--- src/rtl/id_hazard_scoreboard_pkg.sv ---
// Shared pipeline definitions for the ID-stage hazard scoreboard.
// Build option: ID_HAZARD_FORWARDING_EN adds the per-slot source fields used
// by the EX operand forwarding logic.
package id_hazard_scoreboard_pkg;

  localparam int unsigned REG_ADDR_W = 4;

  // EX operand select encodings
  localparam logic [1:0] FWD_REGFILE = 2'b00;
  localparam logic [1:0] FWD_MEM     = 2'b01;
  localparam logic [1:0] FWD_WB      = 2'b10;

  // One in-flight instruction as seen by the scoreboard
  typedef struct packed {
    logic                  valid;
    logic                  wbEn;
    logic                  memRead;
    logic [REG_ADDR_W-1:0] dest;
`ifdef ID_HAZARD_FORWARDING_EN
    logic [REG_ADDR_W-1:0] src1;
    logic [REG_ADDR_W-1:0] src2;
    logic                  twoSrc;
`endif
  } sb_entry_t;

  // Empty slot: not valid and never writes back
  localparam sb_entry_t SB_BUBBLE = '0;

endpackage

--- src/rtl/id_hazard_scoreboard_sb_match.sv ---
// sb_match: compares two consumer source registers against the destination of
// one scoreboard entry.
// Ports:
//   entry   in  scoreboard entry (producer)
//   src1    in  first consumer source
//   src2    in  second consumer source
//   twoSrc  in  src2 is really read
//   match1  out producer writes src1
//   match2  out producer writes src2 (only when twoSrc)
module sb_match
  import id_hazard_scoreboard_pkg::*;
(
  input  sb_entry_t             entry,
  input  logic [REG_ADDR_W-1:0] src1,
  input  logic [REG_ADDR_W-1:0] src2,
  input  logic                  twoSrc,
  output logic                  match1,
  output logic                  match2
);

  logic producer;

  // Only a live, writing entry can be a producer
  assign producer = entry.valid & entry.wbEn;
  assign match1   = producer & (entry.dest == src1);
  assign match2   = producer & twoSrc & (entry.dest == src2);

endmodule

--- src/rtl/id_hazard_scoreboard.sv ---
// id_hazard_scoreboard: tracks the EX/MEM/WB instructions in a shift scoreboard,
// stalls decode on unresolved register dependencies and, when built with
// ID_HAZARD_FORWARDING_EN, drives the EX operand forwarding selects.
// Ports:
//   clk, rst              clock, asynchronous active-high reset
//   freeze                global pipeline hold; scoreboard and counter hold
//   flush                 instruction in ID is killed (becomes a bubble)
//   idSrc1/idSrc2         sources of the ID instruction, idTwoSrc qualifies idSrc2
//   idDest/idWbEn/idMemRead  destination info of the ID instruction
//   hazard                combinational stall request
//   fwdSel1/fwdSel2       EX operand selects (00 regfile, 01 MEM, 10 WB)
//   stallCount            saturating count of stall cycles
module id_hazard_scoreboard
  import id_hazard_scoreboard_pkg::*;
#(
  parameter int unsigned STALL_CNT_W = 16
) (
  input  logic                   clk,
  input  logic                   rst,
  input  logic                   freeze,
  input  logic                   flush,
  input  logic [3:0]             idSrc1,
  input  logic [3:0]             idSrc2,
  input  logic                   idTwoSrc,
  input  logic [3:0]             idDest,
  input  logic                   idWbEn,
  input  logic                   idMemRead,
  output logic                   hazard,
  output logic [1:0]             fwdSel1,
  output logic [1:0]             fwdSel2,
  output logic [STALL_CNT_W-1:0] stallCount
);

  sb_entry_t exSlot, memSlot, wbSlot;
  sb_entry_t idEntry;
  logic      exMatch1, exMatch2, memMatch1, memMatch2;
  logic      hazardRaw;

  // Pack the ID instruction into scoreboard form
  always_comb begin
    idEntry         = SB_BUBBLE;
    idEntry.valid   = 1'b1;
    idEntry.wbEn    = idWbEn;
    idEntry.memRead = idMemRead;
    idEntry.dest    = idDest;
`ifdef ID_HAZARD_FORWARDING_EN
    idEntry.src1    = idSrc1;
    idEntry.src2    = idSrc2;
    idEntry.twoSrc  = idTwoSrc;
`endif
  end

  sb_match uExMatch (
    .entry  (exSlot),
    .src1   (idSrc1),
    .src2   (idSrc2),
    .twoSrc (idTwoSrc),
    .match1 (exMatch1),
    .match2 (exMatch2)
  );

  sb_match uMemMatch (
    .entry  (memSlot),
    .src1   (idSrc1),
    .src2   (idSrc2),
    .twoSrc (idTwoSrc),
    .match1 (memMatch1),
    .match2 (memMatch2)
  );

`ifdef ID_HAZARD_FORWARDING_EN
  logic fwdMem1, fwdMem2, fwdWb1, fwdWb2;

  // Only a load still in EX cannot be forwarded in time; MEM match is bypassed
  assign hazardRaw = (exMatch1 | exMatch2) & exSlot.memRead;

  // Forwarding looks at the EX instruction's own operands, registered only
  sb_match uFwdMem (
    .entry  (memSlot),
    .src1   (exSlot.src1),
    .src2   (exSlot.src2),
    .twoSrc (exSlot.twoSrc),
    .match1 (fwdMem1),
    .match2 (fwdMem2)
  );

  sb_match uFwdWb (
    .entry  (wbSlot),
    .src1   (exSlot.src1),
    .src2   (exSlot.src2),
    .twoSrc (exSlot.twoSrc),
    .match1 (fwdWb1),
    .match2 (fwdWb2)
  );

  // MEM holds the younger value, so it wins over WB
  always_comb begin
    fwdSel1 = FWD_REGFILE;
    fwdSel2 = FWD_REGFILE;
    if (fwdMem1)     fwdSel1 = FWD_MEM;
    else if (fwdWb1) fwdSel1 = FWD_WB;
    if (fwdMem2)     fwdSel2 = FWD_MEM;
    else if (fwdWb2) fwdSel2 = FWD_WB;
  end
`else
  logic unusedMatch;

  // No bypass: any producer in EX or MEM must drain to WB first
  assign hazardRaw   = exMatch1 | exMatch2 | memMatch1 | memMatch2;
  assign fwdSel1     = FWD_REGFILE;
  assign fwdSel2     = FWD_REGFILE;
  assign unusedMatch = ^wbSlot;
`endif

  // A killed ID instruction cannot stall anything
  assign hazard = hazardRaw & ~flush;

  // Scoreboard shift: ID -> EX -> MEM -> WB, bubbles on stall or flush
  always_ff @(posedge clk or posedge rst) begin
    if (rst) begin
      exSlot  <= SB_BUBBLE;
      memSlot <= SB_BUBBLE;
      wbSlot  <= SB_BUBBLE;
    end else if (!freeze) begin
      exSlot  <= (hazard | flush) ? SB_BUBBLE : idEntry;
      memSlot <= exSlot;
      wbSlot  <= memSlot;
    end
  end

  // Saturating stall-cycle counter
  always_ff @(posedge clk or posedge rst) begin
    if (rst) begin
      stallCount <= '0;
    end else if (!freeze && hazard && (stallCount != {STALL_CNT_W{1'b1}})) begin
      stallCount <= stallCount + STALL_CNT_W'(1);
    end
  end

endmodule
--- config.mk ---
export PLATFORM = sky130hd
export DESIGN_NAME = id_hazard_scoreboard
export DESIGN_NICKNAME = d
export VERILOG_FILES = /design/src/rtl/id_hazard_scoreboard_pkg.sv /design/src/rtl/id_hazard_scoreboard_sb_match.sv /design/src/rtl/id_hazard_scoreboard.sv
export SDC_FILE = /design/constraint.sdc
export NUM_CORES = 1
export LEC_CHECK = 0
export ABC_AREA = 1
export CORE_ASPECT_RATIO = 0.7
export CORE_MARGIN = 4
export CORE_UTILIZATION = 30
export CTS_CLUSTER_SIZE = 20
export DETAILED_ROUTE_END_ITERATION = 10
export PLACE_DENSITY = 0.59
export SLEW_MARGIN = 20
export SYNTH_ARGS = -nofsm -noshare
export SYNTH_HDL_FRONTEND = slang
export SYNTH_HIERARCHICAL = 1
export SYNTH_SLANG_ARGS = --single-unit
--- constraint.sdc ---
create_clock -name clk -period 2.3 [get_ports clk]
set_clock_uncertainty 0.15 [all_clocks]
set_input_delay 0.69 -clock clk [delete_from_list [all_inputs] [get_ports clk]]
set_output_delay 0.69 -clock clk [all_outputs]
set_load 0.005 [all_outputs]
Word level (Yosys, flattened, before mapping)
Cells that the tools add are included.
{"block": "word_totals", "input_bits": 19, "word_cells": 31, "out_inout_bits": 21, "register_bits": 28}
{"block": "classes", "n_reduce_logical": 3, "muxes": 1, "n_addsub": 1, "bitwise": 14, "n_eq_ne": 5}
{"op": "adder 16 x 1 -> 16 bit (second input constant)", "count": 1}
{"op": "== test 4 bit", "count": 4}
{"op": "!= test 16 bit (second input constant)", "count": 1}
{"op": "AND 1 bit", "count": 9}
{"op": "two-way mux 7 bit", "count": 1}
{"op": "bitwise OR 1 bit", "count": 4}
{"op": "logical AND 1 bit", "count": 2}
{"op": "logical NOT 1 bit", "count": 1}
{"op": "inverter 1 bit", "count": 1}

Depth between registers and ports, before layout
Gate-level depths: netlist (run 1).
{"block": "depth", "depth_word": 9, "ltp_mapped": 14, "depth_no_buf": 13}

Modules after synthesis
The synthesis (run 1) kept the hierarchy.
{"mod": "id_hazard_scoreboard", "instances": 1, "seq_area_each_um2": 750.7, "cells_per_inst": 210, "area_each_um2": 1631.6}
{"mod": "sb_match", "instances": 2, "seq_area_each_um2": 0.0, "cells_per_inst": 36, "area_each_um2": 153.9}

Least setup slack after synthesis (run 1)
Ideal clock, no wire load.
{"block": "synth_timing", "path_type": "input -> output", "from": "input port idSrc1[0]", "to": "output port hazard", "stages": 5, "arrival_ns": 1.243, "path_buffers": 0, "t_required_ns": 1.460, "path_slack_ns": 0.217, "cell_sequence": "or2_0 -> nand3_1 -> nor2_1 -> nor2_1 -> a21oi_1"}
{"block": "synth_between", "elab_cells_between_ends": 8, "classes_between": "2 x eq/ne; 6 x bitwise"}
{"item": "start: declaration", "line_no": "id_hazard_scoreboard.sv:22", "source": "input logic [3:0] idSrc1,"}
{"item": "== test 4 bit", "line_no": "id_hazard_scoreboard_sb_match.sv:25", "source": "assign match1 = producer & (entry.dest == src1);"}
{"item": "AND 1 bit", "line_no": "id_hazard_scoreboard_sb_match.sv:25"}
{"item": "named net memMatch1", "line_no": "id_hazard_scoreboard.sv:36", "source": "logic exMatch1, exMatch2, memMatch1, memMatch2;"}
{"item": "bitwise OR 1 bit (2 in a row)", "line_no": "id_hazard_scoreboard.sv:109", "source": "assign hazardRaw = exMatch1 | exMatch2 | memMatch1 | memMatch2;"}
{"item": "AND 1 bit", "line_no": "id_hazard_scoreboard.sv:116", "source": "assign hazard = hazardRaw & ~flush;"}
{"item": "end: declaration", "line_no": "id_hazard_scoreboard.sv:28", "source": "output logic hazard,"}
The timed path passes the listed nets, and every way through them passes these cells.

Final worst setup path (run 1)
{"block": "layout_timing", "from": "input port idSrc1[0]", "to": "output port hazard"}
{"block": "layout_between", "elab_chain_len": 6, "elab_cells_between_ends": 8, "classes_between": "2 x eq/ne; 6 x bitwise"}
{"item": "== test 4 bit", "line_no": "id_hazard_scoreboard_sb_match.sv:25"}
{"item": "AND 1 bit", "line_no": "id_hazard_scoreboard_sb_match.sv:25"}
{"item": "named net exMatch1", "line_no": "id_hazard_scoreboard.sv:36"}
{"item": "bitwise OR 1 bit (3 in a row)", "line_no": "id_hazard_scoreboard.sv:109"}
{"item": "AND 1 bit", "line_no": "id_hazard_scoreboard.sv:116"}
The timed path passes the listed nets, and every way through them passes these cells.

==> results of run 1 <==
repair_timing:
item                       in CTS  in global routing
gates cloned                    0                  0
gates resized for setup        46                 21
pin swaps                      19                 14
setup endpoints to repair      17                 17
buffers inserted                3                  1
sequential cells by signal, summed over array words and instances, names as in the netlist:
signal / flops
stallCount: 16
exSlot: 6
memSlot: 6
power by group:
| part | total (mW) | switching [mW] | internal (mW) |
|---|---|---|---|
| Clock | 0.385 | 0.152 | 0.233 |
| Sequential | 0.626 | 0.0784 | 0.548 |
| Combinational | 0.319 | 0.151 | 0.168 |
routing by layer:
layer	wire, um	share of wire	track usage
met5	0	0	0
met4	19	0.0042	0.0131
met3	232	0.052	0.0291
met2	1870	0.42	0.181
met1	2360	0.53	0.188
cell usage in the layout, fill, tap and decap left out, types with 3 or more instances in the layout:
| cell | n |
|---|---|
| conb_1 | 4 |
| inv_2 | 6 |
| inv_1 | 45 |
| buf_2 | 4 |
| nor2_4 | 3 |
| nand2_2 | 8 |
| nor2_2 | 5 |
| buf_6 | 3 |
| xnor2_1 | 5 |
| nand2_1 | 93 |
| clkdlybuf4s50_1 | 24 |
| clkbuf_8 | 3 |
| nand3_2 | 3 |
| o22ai_1 | 5 |
| o21ai_2 | 3 |
| nand3_1 | 9 |
| nor2_1 | 19 |
| o21ai_0 | 14 |
| dfrtp_1 | 27 |
| buf_4 | 14 |
| nand4_1 | 6 |
cell type report:
class | count | area, um2 | area share
clock buffer | 3 | 41.3 | 0.0167
clock inverter | 1 | 30.0 | 0.0122
inverter | 52 | 195 | 0.0791
multi-input combinational | 191 | 972 | 0.394
sequential | 28 | 702 | 0.284
tap | 75 | 93.8 | 0.0380
timing repair buffer | 47 | 434 | 0.176
worst min-delay path, delay by kind of cell, from the launching register on:
family | cells | cell delay [ns]
flip-flops | 1 | 0.36
AND/OR/NAND/NOR | 1 | 0.05
AO/OA/AOI/OAI | 1 | 0.06
path summary, 6_finish.rpt:
path / start / endpoint / slack, ns / depth (start not counted)
min in group asynchronous: rst / exSlot[3]$_DFFE_PP0N_ / 0.62 / 3
worst max-delay path: idSrc1[0] / hazard / -0.001 / 7
worst max register to register: memSlot[0]$_DFFE_PP0N_ / stallCount[6]$_DFFE_PP0P_ / 0.13 / 15
worst min-delay path: memSlot[5]$_DFFE_PP0N_ / memSlot[5]$_DFFE_PP0N_ / 0.35 / 2
max in group asynchronous: rst / memSlot[2]$_DFFE_PP0N_ / 1.08 / 3
worst min register to register: memSlot[5]$_DFFE_PP0N_ / memSlot[5]$_DFFE_PP0N_ / 0.35 / 2
==> metrics.yaml, run 1 <==
critPathCaptureType: "primary output"
cts-buffers-inserted: 3
dp_slack_ns: -0.828
htree_levels: 1
placement_rows: 23
drive_gt1_frac: 0.193
drv_cap: 0
utilization: 0.421
status: "finished, violations left"
antenna_found_initial: 0
hold_viol_final: 0
clk_path_buf_depth: 2
ios: 40
critical_path_required_ns: 1.46
placed_cell_area_mm2: 0.00234
wl_per_cell_um: 11.3
cp_max_fo: 4
period_minus_slack_ns: 2.30
core_area_mm2: 0.00587
cts_sinks: 28
fp.dieW_um: 102
dp.cells: 389
arrival_ns: 1.46
hp-class: "reg -> reg"
synthCells: 275
final_cells: 397
crit_buf_inv: 2
yosysWarnings: 6
initial_utilization: 0.318
syn_to_final_growth_pct: 32.2
worst-setup-path-type: "in -> out"
cp_slowest_stage_delay_ns: 0.19
clk_pin_slew_ns: 0.10
num_vias: 1724
routabilityCongestion: 0.800
period_share: 1.00
cp_cell_sequence: "buf_8, or2_0, nand3_1, nor2_1, nor2_1, a21oi_1, buf_2"
violations: "setup timing"
fin_nets: 343
port_buffers: 34
grt_pass1_vias: 1574
grt_max_degree: 29
fin_setup_tns_ns: -0.00125
final_cell_area_mm2: 0.00247
critPathTopFamily: "simple AND/OR/NAND/NOR gates"
vias_per_cell: 4.34
syn_area_mm2: 0.00187
drc: 0
drt_iter0_markers: 89
finalPower_mw: 1.33
worstSetupStartpointType: "input pin"
timing.final.max_slew_violations: 0
leakage_nw: 1.20
dp_hpwl_um: 3350
rsz0062_at_grt: "yes"
die_y_um: 74
ir_drop_uv: 271
layout_setup_ws_ns: -0.00125
dr.pass1.iters: 4
cts_tree: "built"
die_area_mm2: 0.00757
fill_cells: 632
overflow: 0
antenna_left: 0
cpMaxStageDelayCell: "or2_0"
fmax_mhz: 435
grt_usage: 0.123
totalWireLength_um: 4480
clkLatencyLatePin_ns: 0.27
setup_viol: 1
syn_area_per_cell_um2: 6.79
grt_pass1_wl_um: 7410
clock-root-buffer: "clkbuf_8"
crit_top_cell: "nor2_1"
cts_hold_buf: 0
power.density_mw_per_mm2: 539
hold_ws_ns: 0.352
n_antenna_cell: 0
(Power assumes the default switching activity.)
==> run 2, diff against run 1 <==
--- a/config.mk
+++ b/config.mk
@@ -6,6 +6,7 @@
 export NUM_CORES = 1
 export LEC_CHECK = 0
 export ABC_AREA = 1
+export ABC_CLOCK_PERIOD_IN_PS = 2550
 export CORE_ASPECT_RATIO = 0.7
 export CORE_MARGIN = 4
 export CORE_UTILIZATION = 30
==> constraint.sdc (replaced) <==
create_clock -name clk -period 2.55 [get_ports clk]
set_clock_uncertainty 0.15 [all_clocks]
set_input_delay 0.765 -clock clk [delete_from_list [all_inputs] [get_ports clk]]
set_output_delay 0.765 -clock clk [all_outputs]
set_load 0.005 [all_outputs]
==> run 2 against run 1 <==
The flow now finishes without violations. Die area stayed put. Sequential share of layout area increased by 1.7 points. Non-clock buffer count down 6. Setup slack gained 0.045 ns. Sequential power down 10%. Combinational power fell by 16%.
==> metrics.yaml, run 2 (same netlist as run 1, synthesis figures left out) <==
status: "finished clean"
drt_iter0_markers: 93
cts-buffers-inserted: 3
placed_cell_area_mm2: 0.00232
critical_path_required_ns: 1.64
layout_setup_ws_ns: 0.0439
cts_setup_buffers: 0
hold_viol_final: 0
grt_max_degree: 29
initial_utilization: 0.318
hold_ws_ns: 0.342
top_register: "stallCount"
clk_path_buf_depth: 2
drc: 0
cts_sinks: 28
mostFrequentLayoutCells: "98 x nand2_1, 50 x inv_1, 28 x dfrtp_1"
wl_per_cell_um: 10.9
num_vias: 1716
worst-setup-path-type: "in -> out"
utilization: 0.397
final_cell_area_mm2: 0.00233
reg_top3: "stallCount x16, exSlot x6, memSlot x6"
port_buffers: 34
syn_to_final_growth_pct: 24.7
fin_nets: 337
critPathCaptureType: "primary output"
overflow: 0
arrival_ns: 1.59
finalPower_mw: 1.11
power.density_mw_per_mm2: 475
largest_reg_flops: 16
period_share: 0.983
grt_pass1_wl_um: 6990
dp_slack_ns: -0.713
final_common_cell: "nand2_1"
antenna_found_initial: 0
vias_per_cell: 4.39
grt_pass1_vias: 1518
hp-class: "reg -> reg"
clkLatencyLatePin_ns: 0.27
grt_usage: 0.118
cp_max_fo: 4
setup_viol: 0
fmax_mhz: 399
core_area_mm2: 0.00587
period_minus_slack_ns: 2.51
fp.dieW_um: 102
clock-root-buffer: "clkbuf_8"
cts_tree: "built"
routabilityCongestion: 0.781
htree_levels: 1
worstSetupStartpointType: "input pin"
dr.pass1.iters: 4
clk_pin_slew_ns: 0.10
rsz0062_at_grt: "no"
ios: 40
leakage_nw: 1.15
r2r_setup_slack_ns: 0.62
die_y_um: 74
antenna_left: 0
placement_rows: 23
dp_hpwl_um: 3320
die_area_mm2: 0.00757
totalWireLength_um: 4250
ir_drop_uv: 197
n_antenna_cell: 0
drv_cap: 0
drive_gt1_frac: 0.123
timing.final.max_slew_violations: 0
-- run 2: per-stage QoR --
stage / cells / setup TNS (ns)
after floorplan: 278 / 0
after global placement: 387 / -3.48
after detailed placement: 387 / -3.69
after CTS: 391 / 0
after global routing: 391 / 0
final: 391 / 0
-- run 2: power breakdown --
part	switching, mW	internal, mW
Sequential	0.0676	0.494
Combinational	0.130	0.136
Clock	0.141	0.138
-- run 2: worst max-delay path, cell delays in order --
cell     delay, ns
buf_2         0.12
or2_0         0.21
nand3_1       0.09
nor2_1        0.06
nor2_2        0.14
a21oi_1       0.08
buf_2         0.13
-- run 2: path summary, 6_finish.rpt --
check	start	to	depth (start not counted)
setup / recovery	idSrc1[0]	hazard	7
hold / removal	memSlot[6]$_DFFE_PP0N_	memSlot[6]$_DFFE_PP0N_	2
setup reg to reg	exSlot[0]$_DFFE_PP0N_	stallCount[2]$_DFFE_PP0P_	11
hold reg to reg	memSlot[6]$_DFFE_PP0N_	memSlot[6]$_DFFE_PP0N_	2
max in group asynchronous	rst	exSlot[3]$_DFFE_PP0N_	3
min in group asynchronous	rst	stallCount[1]$_DFFE_PP0P_	3
-- run 2: timing repair --
item | CTS | global route
hold buffers | 0 | 0
setup endpoints to repair | 1 | 1
resized for setup | 28 | 10
pin swaps | 14 | 12
-- run 2: metal layers --
metal	GRT usage	share of wire	vias to the layer above
met3	0.0281	0.057	2
met1	0.171	0.51	778
met2	0.184	0.43	33
met5	0	0	-
li1	-	-	903
met4	0.0175	0.0033	0
-- run 2: area by class of cell --
type,instances,area (um2)
inverter,52,195
tap,75,93.8
sequential,28,701
multi-input combinational,191,928
timing repair buffer,41,355
clock buffer,4,55.1
fill,630,3540
